`src/rtl/bs_feed_pkg.sv`:
```
// Shared types and default widths for the bitstream frame feeder.
package bs_feed_pkg;

  typedef enum logic [2:0] {
    ST_IDLE,
    ST_LOAD,
    ST_ARM,
    ST_RUN,
    ST_GAP
  } feed_state_t;

  localparam int DEF_ADDR_W  = 17;
  localparam int DEF_DATA_W  = 16;
  localparam int DEF_PIC_W   = 6;
  localparam int FRAME_CNT_W = 16;

endpackage

```
`src/rtl/bs_feed_wr_port.sv`:
```
// LOAD-phase write side: RAM write pointer, overflow detect and saturating word count.
module bs_feed_wr_port #(
  parameter int ADDR_W = 17
) (
  input  logic              clk,
  input  logic              rst_n,
  input  logic              clear,
  input  logic              accept,
  input  logic              last,
  output logic              wen,
  output logic [ADDR_W-1:0] waddr,
  output logic              ovf_hit,
  output logic [ADDR_W:0]   len_next
);

  localparam logic [ADDR_W-1:0] LAST_ADDR = '1;
  localparam logic [ADDR_W:0]   DEPTH     = {1'b1, {ADDR_W{1'b0}}};

  logic [ADDR_W-1:0] wptr_reg;
  logic              full_reg;
  logic [ADDR_W:0]   cnt_reg;

  // Once the top address has been written, the rest of the frame is drained unwritten.
  assign wen      = accept & ~full_reg;
  assign waddr    = wptr_reg;
  assign ovf_hit  = wen & ~last & (wptr_reg == LAST_ADDR);
  assign len_next = (cnt_reg == DEPTH) ? cnt_reg : cnt_reg + 1'b1;

  always_ff @(posedge clk or negedge rst_n) begin
    if (!rst_n) begin
      wptr_reg <= '0;
      full_reg <= 1'b0;
      cnt_reg  <= '0;
    end else if (clear) begin
      wptr_reg <= '0;
      full_reg <= 1'b0;
      cnt_reg  <= '0;
    end else if (accept) begin
      cnt_reg <= len_next;
      if (wen) begin
        if (wptr_reg == LAST_ADDR) full_reg <= 1'b1;
        else                       wptr_reg <= wptr_reg + 1'b1;
      end
    end
  end

endmodule

```
`src/rtl/bs_frame_feed_ctrl.sv`:
```
// Frame-at-a-time bitstream feeder for the nova decoder: load RAM, hold mem_req_start, gap, repeat.
// Optional RUN timeout enabled by defining BS_FEED_TIMEOUT_EN.
module bs_frame_feed_ctrl
  import bs_feed_pkg::*;
#(
  parameter int ADDR_W      = DEF_ADDR_W,
  parameter int DATA_W      = DEF_DATA_W,
  parameter int PIC_W       = DEF_PIC_W,
  parameter int TIMEOUT_CYC = 60000,
  parameter int GAP_CYC     = 1
) (
  input  logic                   clk,
  input  logic                   reset_n,
  input  logic                   enable,
  input  logic                   host_valid,
  output logic                   host_ready,
  input  logic [DATA_W-1:0]      host_data,
  input  logic                   host_last,
  output logic                   bs_ram_wen,
  output logic [ADDR_W-1:0]      bs_ram_waddr,
  output logic [DATA_W-1:0]      bs_ram_wdata,
  input  logic [DATA_W-1:0]      bs_ram_rdata,
  output logic [DATA_W-1:0]      BitStream_buffer_input,
  output logic                   mem_req_start,
  input  logic [PIC_W-1:0]       pic_num,
  output logic [FRAME_CNT_W-1:0] frame_cnt,
  output logic [ADDR_W:0]        frame_len,
  output logic                   timeout_err,
  output logic                   ovf_err,
  output logic                   busy
);

  localparam logic [15:0] GAP_LAST = 16'(GAP_CYC - 1);

  feed_state_t            state_reg, state_next;
  logic [PIC_W-1:0]       pic_ref_reg;
  logic [15:0]            gap_cnt_reg;
  logic [FRAME_CNT_W-1:0] frame_cnt_reg;
  logic [ADDR_W:0]        frame_len_reg;
  logic                   ovf_err_reg;
  logic                   accept, pic_chg, run_expire, frame_done;
  logic                   ovf_hit;
  logic [ADDR_W:0]        len_next;

  assign accept     = host_valid & (state_reg == ST_LOAD);
  assign pic_chg    = (pic_num != pic_ref_reg);
  assign frame_done = (state_reg == ST_RUN) & (pic_chg | run_expire);

  bs_feed_wr_port #(.ADDR_W(ADDR_W)) u_wr_port (
    .clk      (clk),
    .rst_n    (reset_n),
    .clear    (state_reg != ST_LOAD),
    .accept   (accept),
    .last     (host_last),
    .wen      (bs_ram_wen),
    .waddr    (bs_ram_waddr),
    .ovf_hit  (ovf_hit),
    .len_next (len_next)
  );

`ifdef BS_FEED_TIMEOUT_EN
  localparam int RUN_W = (TIMEOUT_CYC > 1) ? $clog2(TIMEOUT_CYC) : 1;
  logic [RUN_W-1:0] run_cnt_reg;
  logic             timeout_err_reg;

  assign run_expire  = (run_cnt_reg == RUN_W'(TIMEOUT_CYC - 1));
  assign timeout_err = timeout_err_reg;

  // A pic change landing on the final RUN cycle counts as a normal completion.
  always_ff @(posedge clk or negedge reset_n) begin
    if (!reset_n) begin
      run_cnt_reg     <= '0;
      timeout_err_reg <= 1'b0;
    end else begin
      run_cnt_reg <= (state_reg == ST_RUN) ? run_cnt_reg + 1'b1 : '0;
      if ((state_reg == ST_RUN) && run_expire && !pic_chg) timeout_err_reg <= 1'b1;
    end
  end
`else
  assign run_expire  = 1'b0;
  assign timeout_err = 1'b0;
`endif

  always_comb begin
    state_next = state_reg;
    case (state_reg)
      ST_IDLE: if (enable) state_next = ST_LOAD;
      ST_LOAD: if (accept && host_last) state_next = ST_ARM;
      ST_ARM:  state_next = ST_RUN;
      ST_RUN:  if (pic_chg || run_expire) state_next = ST_GAP;
      ST_GAP:  if (gap_cnt_reg == GAP_LAST) state_next = enable ? ST_LOAD : ST_IDLE;
      default: state_next = ST_IDLE;
    endcase
  end

  always_ff @(posedge clk or negedge reset_n) begin
    if (!reset_n) begin
      state_reg     <= ST_IDLE;
      pic_ref_reg   <= '0;
      gap_cnt_reg   <= '0;
      frame_cnt_reg <= '0;
      frame_len_reg <= '0;
      ovf_err_reg   <= 1'b0;
    end else begin
      state_reg   <= state_next;
      gap_cnt_reg <= (state_reg == ST_GAP) ? gap_cnt_reg + 1'b1 : '0;
      if (state_reg == ST_ARM)  pic_ref_reg   <= pic_num;
      if (frame_done)           frame_cnt_reg <= frame_cnt_reg + 1'b1;
      if (accept && host_last)  frame_len_reg <= len_next;
      if (ovf_hit)              ovf_err_reg   <= 1'b1;
    end
  end

  assign host_ready    = (state_reg == ST_LOAD);
  assign mem_req_start = (state_reg == ST_RUN);
  assign busy          = (state_reg != ST_IDLE);
  assign bs_ram_wdata  = host_data;
  assign frame_cnt     = frame_cnt_reg;
  assign frame_len     = frame_len_reg;
  assign ovf_err       = ovf_err_reg;

  // Decoder sees zeros whenever it is not being run on a frame.
  for (genvar gi = 0; gi < DATA_W; gi++) begin : g_gate
    assign BitStream_buffer_input[gi] = bs_ram_rdata[gi] & mem_req_start;
  end

endmodule

```
`config.mk`:
```
export PLATFORM = sky130hd
export DESIGN_NAME = bs_frame_feed_ctrl
export DESIGN_NICKNAME = d
export VERILOG_FILES = /design/src/rtl/bs_feed_pkg.sv /design/src/rtl/bs_feed_wr_port.sv /design/src/rtl/bs_frame_feed_ctrl.sv
export SDC_FILE = /design/constraint.sdc
export NUM_CORES = 1
export LEC_CHECK = 0
export CAP_MARGIN = 20
export CORE_MARGIN = 8
export CORE_UTILIZATION = 55
export CTS_BUF_LIST = sky130_fd_sc_hd__clkbuf_8
export CTS_CLUSTER_DIAMETER = 50
export DETAILED_ROUTE_END_ITERATION = 8
export PLACE_DENSITY = 0.89
export SYNTH_ARGS = -nofsm -noshare
export SYNTH_HDL_FRONTEND = slang
export SYNTH_SLANG_ARGS = --single-unit
```
`constraint.sdc`:
```
create_clock -name clk -period 4.8 [get_ports clk]
set_input_delay 1.2 -clock clk [delete_from_list [all_inputs] [get_ports clk]]
set_output_delay 1.2 -clock clk [all_outputs]
set_load 0.005 [all_outputs]
```
# ---- Word-level counts from Yosys, hierarchy flattened
# Index checks and enable logic that the tools add are counted.
# W data, S select, Z words.
dict set report totals {
  register_bits 96
  word_cells 77
  in_bits 43
}
dict set report op_classes {
  n_bitwise 23
  addsub 4
  n_eq_ne 13
  mux 18
  n_reduce_logical 10
}
# op count
set op_table {}
lappend op_table {{$mux W17} 4}
lappend op_table {{$mux W18} 3}
lappend op_table {{$add A16 B1 Y16 const B} 2}
lappend op_table {{$and A1 B1 Y1} 21}
lappend op_table {{$add A18 B1 Y18 const B} 1}
lappend op_table {{$eq A18 B18 Y1 const B} 1}
lappend op_table {{$add A17 B1 Y17 const B} 1}
lappend op_table {{$eq A17 B17 Y1 const B} 1}
lappend op_table {{$logic_not A16 Y1} 1}
lappend op_table {{$mux W16} 1}
lappend op_table {{$pmux W3 S5} 1}
lappend op_table {{$mux W3} 4}
lappend op_table {{$eq A3 B2 Y1 const B} 2}
lappend op_table {{$ne A2 B1 Y1 const B} 3}
lappend op_table {{$ne A6 B6 Y1} 1}
lappend op_table {{$reduce_and A3 Y1} 2}
lappend op_table {{$reduce_bool A2 Y1} 3}
lappend op_table {{$mux W1} 5}
lappend op_table {{$ne A2 B2 Y1 const B} 2}
lappend op_table {{$reduce_and A4 Y1} 1}
lappend op_table {{$eq A3 B1 Y1 const B} 1}
lappend op_table {{$eq A3 B3 Y1 const B} 1}
lappend op_table {{$logic_not A3 Y1} 1}
lappend op_table {{$ne A3 B1 Y1 const B} 1}
lappend op_table {{other kinds (3)} 4}

# ---- Logic depth before layout (Yosys ltp)
dict set report depth {
  ltp_word 6
  mapped_depth 11
  depth_no_buf 10
}

# ---- Cells and area by module
# Synthesis repeated with hierarchy kept, for this count alone.
dict set report unflattened {
  hier_cells 513
  hier_area_um2 5221.3
}
# module seq_area_each_um2 cells_per_inst area_per_inst_um2 n_inst
set by_module_without_submodules {}
lappend by_module_without_submodules {bs_frame_feed_ctrl 1501.4 261 2921.6 1}
lappend by_module_without_submodules {bs_feed_wr_port 900.9 252 2299.7 1}

# ---- Least setup slack after synthesis
# OpenSTA, ideal clock, no wires.
dict set report synth_path {
  kind {input-to-output}
  startpoint {input host_valid}
  endpoint {output bs_ram_wen}
  required_ps 3600
  path_slack_ps 1921
  path_buffers 1
  t_arrival_ps 1679
  path_stages 3
  path_cell_list {clkbuf_1 > nand2_1 > nor2_1}
}
dict set report synth_between {
  elab_chain_len 2
}
# element line
set synth_rtl {}
lappend synth_rtl {{from (decl)} bs_frame_feed_ctrl.sv:15} ;# input logic host_valid,
lappend synth_rtl {{$and A1 B1 Y1} bs_frame_feed_ctrl.sv:45} ;# assign accept = host_valid & (state_reg == ST_LOAD);
lappend synth_rtl {{$and A1 B1 Y1} bs_feed_wr_port.sv:24} ;# assign wen = accept & ~full_reg;
lappend synth_rtl {{to (decl)} bs_frame_feed_ctrl.sv:19} ;# output logic bs_ram_wen,
# Every way passes these cells.

# ---- Final worst setup path
# Same ends and word-level chain as after synthesis.

==> key figures <==
Outcome
  • Outcome: finished, final reports clean

Setup path
  • Crit path capture type: output port
  • Worst-path maximum fanout: 2
  • R2R Path Start: u_wr_port.waddr[6]
  • Worst Path Required: 3.60 ns
  • Arr. time, crit path: 2.42 ns
  • Reg2reg path depth: 10
  • R2R Path End: u_wr_port.waddr[15]
  • Setup CP Type: primary input to output port
  • Startpoint type of the worst setup path: primary input
  • Worst R2R Setup Slack: 2.09 ns

Pwr
  • P_sw: 797 uW
  • Switching Share: 31.5%
  • Logic pwr share: 33.0%
  • Clock Power Share: 23.5%
  • PnR Total Power: 2530 uW
  • Worst vdd ir: 0.190 mV
  • Pwr/cell area: 407 mW/mm2
  • Leakage: 0.00255 uW
  • Sequential Power Share: 43.5%
  • Int Power: 1730 uW

Yosys
  • Count leader, synth: dfrtp_1
  • Post-synth top cells: dfrtp_1 (96), nor2_1 (80), xor2_1 (53), nand2_1 (30), xnor2_1 (27)
  • Post-Syn Nets: 560
  • Cell taking the most area after synthesis: dfrtp_1
  • Mapped Avg Cell Area: 10.0 um2
  • Post-Syn Instances: 510
  • Total of warnings raised by yosys: 0
  • Post-synth EDFFs: 0
  • Cell variety after synth: 50
  • Largest cells by area after synthesis: dfrtp_1 (47%), xor2_1 (9.1%), nor2_1 (5.9%), xnor2_1 (4.6%), buf_4 (3.1%)
  • Mapped cell area: 0.00510 mm2
  • Register area share after synthesis: 47.1%
  • Top_reg_cell synth: dfrtp_1
  • Synth top area share: 47.1%
  • Synthesized flop and latch total: 96
  • Async S/R FF share, synth: 100%

Route
  • Wire length per cell: 16.3 um
  • Drt total wl: 11400 um
  • Drt via density: 5.46
  • Initial DRC count: 180
  • # DRC: 0
  • Routed Antenna Nets: 0
  • Total number of vias: 3818
  • DRT Pass-1 Iters: 4

Floorplan
  • Die width: 112 um
  • Chip Height: 112 um
  • CORE AREA: 0.00911 mm2
  • Initial core utilization: 56.0%
  • Io pins: 132
  • Die area: 0.0126 mm2
  • # rows: 35

STA
  • Hold Fails Final Rpt: 0
  • Fmax achieved: 276 MHz
  • Relative slew slack: 36.7%
  • Tightest Pin Transition: 0.944 ns
  • Final setup margin: 1.18 ns
  • Unrepaired setup endpoints after global routing: no
  • Final period utilization: 75.5%
  • Clock Skews: 0.0142 ns
  • Max-slew violations: 0
  • Minimum clock period: 3.62 ns
  • # setup viols final: 0
  • Setup TNS: 0 ns

Finish
  • Final #Nets: 633
  • Layout cells sized above 1: 9.01%
  • Fin area: 0.00621 mm2
  • Fill count: 692
  • Diode count: 0
  • Layout Area Growth over Synthesis: 21.7%

Placed design
  • DP Worst Slack: 1.18 ns
  • Final HPWL DP: 8290 um
  • Post-DP Area: 0.00598 mm2
  • GP Congestion: 0.802
  • Count of input and output buffers: 98

Clocking
  • # Post-CTS Setup Buffers: 0
  • TritonCTS clock tree: yes
  • # hold bufs at CTS: 0
  • Total CTS buffers: 9
  • H-tree levels: 3
  • Worst-Skew Late Latency: 0.36 ns
  • Clk sinks: 96
  • Worst-path clk slew: 0.10 ns
  • Clock tree buffer depth: 2
  • Post_cts resized: 0
  • Clk root buf: clkbuf_8

Global route
  • GRT Residual Overflow: 0
  • Global Route Usage Sum: 18.4%
  • Initial antenna violation count: 0
  • Vias in the first global route: 3903
  • Largest net degree at the start of global routing: 60
  • Global-route wire length before repair: 19100 um

Job
  • Max-cap violations: 0

Hold path
  • Worst Hold Class: flip-flop to flip-flop
  • Hold path depth: 1
  • Hold Path Sink: frame_cnt[15]
  • Worst hold start: frame_cnt[15]
## worst max-delay path by stage
stage / start / endpoint / slack (ns) / cells after the start
2_1_floorplan: host_valid / bs_ram_wen / 1.92 / 3
3_3_place_gp: host_valid / bs_ram_wen / 1.16 / 4
3_5_place_dp: host_valid / bs_ram_wen / 1.18 / 4
4_1_cts: host_valid / bs_ram_wen / 1.16 / 4
5_1_grt: state_reg[2] / BitStream_buffer_input[7] / 0.97 / 4
6_report: host_valid / bs_ram_wen / 1.18 / 4
## critical path, stage by stage
cell,delay [ns]
clkdlybuf4s50_1,0.50
nand2_1,0.06
nor2_1,0.13
clkdlybuf4s50_1,0.53
## final cells by class
| cell class | instances | area [um2] | share of cell area (%) |
|---|---|---|---|
| clock buffer | 10 | 138 | 2.22 |
| clock inverter | 6 | 90.1 | 1.45 |
| inverter | 12 | 46.3 | 0.746 |
| multi-input combinational | 362 | 2390 | 38.4 |
| sequential | 96 | 2400 | 38.7 |
| tap | 111 | 139 | 2.24 |
| timing repair buffer | 102 | 1010 | 16.2 |
## cells in the final DEF (no fill, tap or decap), drive strengths merged, types with 3 or more instances in the layout
master          n
clkdlybuf4s50  97
dfrtp          96
nor2           80
xor2           53
nand2          30
xnor2          27
nand4          22
a21oi          22
nand3          21
and2           17
and3           14
inv            14
nor3           13
clkbuf         10
mux2            8
ha              7
nor4            7
buf             5
or3             4
mux2i           4
o21ai           4
nor3b           4
nand2b          3
nand4b          3
and4            3
nor4b           3
## metrics by stage
step / util, % / hold slack [ns] / cells
3_3_place_gp: 65.7 / 0.457 / 683
2_1_floorplan: - / 0.465 / 510
3_5_place_dp: 65.7 / 0.463 / 683
6_report: 68.2 / 0.475 / 699
5_1_grt: 68.2 / 0.487 / 699
4_1_cts: 68.2 / 0.479 / 699
## cells by family after synthesis
| logic type | Yosys count | synth area share, % |
|---|---|---|
| fa+ha+maj | 7 | 1.72 |
| compound gates | 33 | 4.90 |
| xor+xnor | 80 | 13.7 |
| other cells | 1 | 0.0735 |
| buf+inv | 52 | 6.15 |
| simple gates | 229 | 23.8 |
| flops | 96 | 47.1 |
| mux | 12 | 2.55 |
## routing by layer
layer / wire (um) / track usage, %
met5: 0 / 0
met3: 585 / 4.35
met4: 155 / 5.58
met2: 5750 / 31.8
met1: 4870 / 22.3
## power groups by stage
| stage | registers [uW] | clock network [uW] | logic, uW |
|---|---|---|---|
| 3_3_place_gp | 1100 | 0 | 818 |
| 2_1_floorplan | 1100 | 0 | 436 |
| 4_1_cts | 1100 | 603 | 851 |
| 6_report | 1100 | 594 | 836 |
| 5_1_grt | 1130 | 636 | 917 |
| 3_5_place_dp | 1120 | 0 | 844 |
Note: power is estimated with default switching activity, not from simulation.
